==> src/rtl/cbx_param_cfgbuf.sv <==
// Parametrised X-channel connection block with a double-buffered configuration chain.
// Channel tracks pass straight through; each grid input pin is a mux over channel tracks
// whose select comes from an active register, committed atomically from a serial shadow
// chain by cfg_load.
// Optional feature macro: CBX_CFG_PARITY_EN adds one even-parity bit at the far end of
// the shadow chain (the first bit shifted in) and rejects loads whose chain parity is odd.
module cbx_param_cfgbuf #(
    parameter int unsigned CHAN_WIDTH = 9,
    parameter int unsigned NUM_IPIN   = 5,
    parameter int unsigned MUX_SIZE   = 6,
    parameter int unsigned TRACK_STEP = 4
) (
    input  logic                  prog_clk,
    input  logic                  prog_reset,
    input  logic                  ccff_en,
    input  logic                  ccff_head,
    input  logic                  cfg_load,
    input  logic [CHAN_WIDTH-1:0] chanx_left_in,
    input  logic [CHAN_WIDTH-1:0] chanx_right_in,
    output logic [CHAN_WIDTH-1:0] chanx_left_out,
    output logic [CHAN_WIDTH-1:0] chanx_right_out,
    output logic [NUM_IPIN-1:0]   ipin_out,
    output logic                  ccff_tail,
    output logic                  cfg_done,
    output logic                  cfg_err
);

    localparam int unsigned SEL_BITS  = $clog2(MUX_SIZE);
    localparam int unsigned SEL_TOTAL = NUM_IPIN * SEL_BITS;
`ifdef CBX_CFG_PARITY_EN
    localparam int unsigned PAR_BITS  = 1;
`else
    localparam int unsigned PAR_BITS  = 0;
`endif
    localparam int unsigned L         = SEL_TOTAL + PAR_BITS;
    localparam int unsigned CNT_W     = $clog2(L + 1);
    localparam int unsigned IDX_W     = (CHAN_WIDTH > 1) ? $clog2(CHAN_WIDTH) : 1;
    localparam logic [CNT_W-1:0] CNT_FULL = CNT_W'(L);

    logic [L-1:0]         sh_q, sh_d;
    logic [SEL_TOTAL-1:0] sel_q, sel_d;
    logic [CNT_W-1:0]     cnt_q, cnt_d;
    logic                 err_q, err_d;
    logic                 load_ok;

    assign chanx_left_out  = chanx_right_in;
    assign chanx_right_out = chanx_left_in;
    assign ccff_tail       = sh_q[L-1];
    assign cfg_done        = (cnt_q == CNT_FULL);
    assign cfg_err         = err_q;

    // A commit is accepted only with a complete chain (and even parity when enabled).
    always_comb begin
`ifdef CBX_CFG_PARITY_EN
        load_ok = (cnt_q == CNT_FULL) && ((^sh_q) == 1'b0);
`else
        load_ok = (cnt_q == CNT_FULL);
`endif
    end

    // Next state: load decisions use the pre-shift chain and count; the shift still happens.
    always_comb begin
        sh_d  = sh_q;
        sel_d = sel_q;
        cnt_d = cnt_q;
        err_d = err_q;
        if (ccff_en) begin
            sh_d = {sh_q[L-2:0], ccff_head};
        end
        if (cfg_load) begin
            if (load_ok) begin
                sel_d = sh_q[SEL_TOTAL-1:0];
                err_d = 1'b0;
            end else begin
                err_d = 1'b1;
            end
            cnt_d = ccff_en ? CNT_W'(1) : '0;
        end else if (ccff_en && (cnt_q != CNT_FULL)) begin
            cnt_d = cnt_q + CNT_W'(1);
        end
    end

    // State registers with synchronous reset; reset discards any partial configuration.
    always_ff @(posedge prog_clk) begin
        if (prog_reset) begin
            sh_q  <= '0;
            sel_q <= '0;
            cnt_q <= '0;
            err_q <= 1'b0;
        end else begin
            sh_q  <= sh_d;
            sel_q <= sel_d;
            cnt_q <= cnt_d;
            err_q <= err_d;
        end
    end

    // Pin muxes: input j of pin k taps track (k + (j/2)*TRACK_STEP) mod CHAN_WIDTH,
    // left side for even j, right side for odd j; unused select codes drive 0.
    always_comb begin
        int unsigned t;
        logic [IDX_W-1:0] idx;
        t        = 0;
        idx      = '0;
        ipin_out = '0;
        for (int unsigned k = 0; k < NUM_IPIN; k++) begin
            for (int unsigned j = 0; j < MUX_SIZE; j++) begin
                if (sel_q[k*SEL_BITS +: SEL_BITS] == SEL_BITS'(j)) begin
                    t   = (k + (j / 2) * TRACK_STEP) % CHAN_WIDTH;
                    idx = IDX_W'(t);
                    ipin_out[k] = (j % 2 == 0) ? chanx_left_in[idx] : chanx_right_in[idx];
                end
            end
        end
    end

endmodule

==> config.mk <==
export PLATFORM = sky130hd
export DESIGN_NAME = cbx_param_cfgbuf
export DESIGN_NICKNAME = d
export VERILOG_FILES = /design/src/rtl/cbx_param_cfgbuf.sv
export SDC_FILE = /design/constraint.sdc
export NUM_CORES = 1
export LEC_CHECK = 0
export CORE_UTILIZATION = 50
export DETAILED_ROUTE_END_ITERATION = 7
export HOLD_SLACK_MARGIN = 0.1
export PLACE_DENSITY_LB_ADDON = 0.2
export SYNTH_ARGS = -nofsm -noshare
export SYNTH_HDL_FRONTEND = slang
export SYNTH_SLANG_ARGS = --single-unit
export TNS_END_PERCENT = 5
==> constraint.sdc <==
create_clock -name prog_clk -period 2.15 [get_ports prog_clk]
set_input_delay 0.215 -clock prog_clk [delete_from_list [all_inputs] [get_ports prog_clk]]
set_output_delay 0.215 -clock prog_clk [all_outputs]
set_load 0.05 [all_outputs]
==> summary.md <==
| Metric | Value |
|---|---|
| I/O Pins | `49` |
| Tcrit/Tclk final | `90.0%` |
| CTS H-tree depth | `2` |
| FF-to-FF path depth | `4` |
| Ys async rst share | `0%` |
| Antenna Violating Nets Remaining | `0` |
| I/O Buffers | `48` |
| Setup total negative slack | `0 ns` |
| Postcts setup bufs | `0` |
| Largest net degree at the start of global routing | `36` |
| Worst slew margin | `63.5%` |
| Critical path startpoint | `sel_q[9]` |
| Initial antenna violation count | `0` |
| Gr ovfl total | `0` |
| Synth top area share | `42.1%` |
| Max capacitance violation total | `0` |
| Post-synth top area cell | `dfxtp_1` |
| Full die area | `3560 um^2` |
| Area of the multi-input gates | `767 um^2` |
| FP Rows | `20` |
| First-pass GRT wire length | `5.52 mm` |
| Commonest cells in the netlist | `35 x dfxtp_1, 30 x nand2_1, 21 x buf_4, 21 x nor2_1, 20 x mux2i_1` |
| Worst Path Class, Setup | `reg -> out` |
| Clk_skew | `0.00641 ns` |
| Final WL | `3.33 mm` |
| Core box area | `3100 um^2` |
| Nets | `234` |
| Flop2flop setup slack | `0.55 ns` |
| Hold Vio Cnt, Final | `0` |
| Vias in the first global route | `1264` |
| Distinct cells, synth | `25` |
| Gate power share | `19.4%` |
| Worst Path Required | `1.93 ns` |
| HP Start | `sel_q[2]` |
| Setup WS post-layout | `0.214 ns` |
| Largest cells by area after synthesis | `dfxtp_1 42%, mux2i_1 12%, buf_4 9.5%, mux4_2 6.8%, nand2_1 6.8%` |
| Top-count cell post-synth | `dfxtp_1` |
| Mapped cell area | `1660 um^2` |
| Clock Sink Count | `35` |
| Clock Root Buffer | `clkbuf_4` |
| Fillers | `292` |
| DR WL/cell | `13.2 um` |
| Post-cts hold buffer count | `0` |
| DR iter-0 viols | `45` |
| Unrepaired setup endpoints after global routing | `false` |
| Clock power share | `25.5%` |
| Number of synthesized flops with an enable pin | `0` |
| Critical R2R Launch | `cnt_q[0]` |
| Status | `completed` |
| Clk buf depth | `2` |
| RePlAce Congestion | `0.678` |
| Fmax | `0.517 GHz` |
| Worst min path class | `reg -> reg` |
| Worst slack at placement | `0.328 ns` |
| Hold Path Stages | `2` |
| Mapped Avg Cell Area | `9.30 um^2` |
| Detailed-placement wirelength estimate | `2.50 mm` |
| Via density | `5.17` |
| Die height | `59.7 um` |
| 1st-pass router iterations | `4` |
| Synth-to-Final Area Change | `23.8%` |
| Die width | `59.7 um` |
| GRT Total Usage | `21.2%` |
| Reg power frac | `55.1%` |
| Clk Latency, worst-skew pair | `0.33 ns` |
| Register area | `701 um^2` |
| Sw Ratio | `27.5%` |
| Final setup violating endpoints | `0` |
| Synthesized instance count | `179` |
| TritonCTS clock tree | `built` |
| Pint | `0.000866 W` |
| CP Capture Type | `output pin` |
| Worst-path clk slew | `0.09 ns` |
| Switching Power | `0.000328 W` |
| Hold Slack | `0.476 ns` |
| Vias | `1308` |
| Pwr Density | `580 nW/um^2` |
| Largest fanout on the critical path | `3` |
| PostCTS Resize Cnt | `0` |
| Leak | `0.759 nW` |
| Yosys warnings | `0` |
| Antenna diodes | `0` |
| DRC viols | `0` |
| Starting Density | `53.6%` |
| Layout cell share with drive strength beyond 1 | `12.0%` |
| #FFs+latches synth | `35` |
| CTS buffer count | `5` |
| Slew @ Worst Pin | `0.548 ns` |
| Top_reg_cell synth | `dfxtp_1` |
| Fin crit period | `1.94 ns` |
| IR drop worst, VDD | `0.342 mV` |
| Syn Nets | `203` |
| Pins Over Slew Limit | `0` |
| Worst EP arrival | `1.72 ns` |
| Sequential area share after synthesis | `42.1%` |
| CP Launch Type | `flop` |
-- per-stage QoR --
stage / area (um^2) / total power [W] / utilization (%) / cells
CTS: 2060 / 0.00121 / 66.4 / 253
global placement: 2020 / 0.000901 / 65.0 / 247
finish: 2060 / 0.00119 / 66.4 / 253
floorplan: 1660 / 0.000831 / - / 179
global route: 2060 / 0.00125 / 66.4 / 253
detailed placement: 2020 / 0.000905 / 65.0 / 247
-- per-layer routing --
| layer | vias up | share of wire (%) | global-route usage (%) | routed length, um |
|---|---|---|---|---|
| li1 | 660 | - | - | - |
| met3 | 6 | 8.2 | 8.01 | 272 |
| met5 | - | 0 | 0 | 0 |
| met1 | 601 | 42 | 24.5 | 1400 |
| met2 | 41 | 48 | 35.4 | 1600 |
| met4 | 0 | 1.5 | 8.31 | 49 |
-- worst max-delay path: stages, from the launching register on --
cell     delay, ns
dfxtp_1       0.42
mux4_2        0.52
mux2_2        0.27
buf_4         0.19
-- area by class of cell --
cell class / instances / area share, %
Clock buffer: 6 / 2.00
Tap cell: 44 / 2.67
Sequential cell: 35 / 34.0
Inverter: 2 / 0.365
Timing Repair Buffer: 51 / 23.7
Multi-Input combinational cell: 115 / 37.2
-- power by group through the flow --
stage	sequential, W	combinational [W]	clock, W
floorplan	0.000676	0.000155	0
global placement	0.000672	0.000229	0
detailed placement	0.000673	0.000232	0
CTS	0.000658	0.000233	0.000315
global route	0.000659	0.000243	0.000349
finish	0.000657	0.000232	0.000304
-- sequential cells by signal (all words and copies together), names as in the netlist --
name / count
cfg_err: 1
cnt_q: 4
sel_q: 15
sh_q: 15
-- cell families after synthesis --
family / share of synthesized area [%]
AOI/OAI and AO/OA: 7.59
DFF: 42.1
muxes: 22.2
buffers and inverters: 11.8
adders and majority gates: 0.752
and+or+nand+nor: 15.6
-- path summary, 6_finish.rpt --
kind                      end
hold reg to reg      sel_q[2]
setup / recovery  ipin_out[3]
hold / removal       sel_q[2]
setup reg to reg    sel_q[14]
-- placed cells by master (no fill, tap or decap), types with 3 or more instances in the layout --
master,synthesis,final
a21oi_1,16,16
mux2_2,5,5
nor2_1,21,21
buf_4,21,9
clkbuf_4,0,5
mux4_2,5,5
clkdlybuf4s50_1,0,42
o21ai_0,3,3
nand2_1,30,30
mux2i_1,20,20
dfxtp_1,35,35
Power figures use the tool's default switching activity.
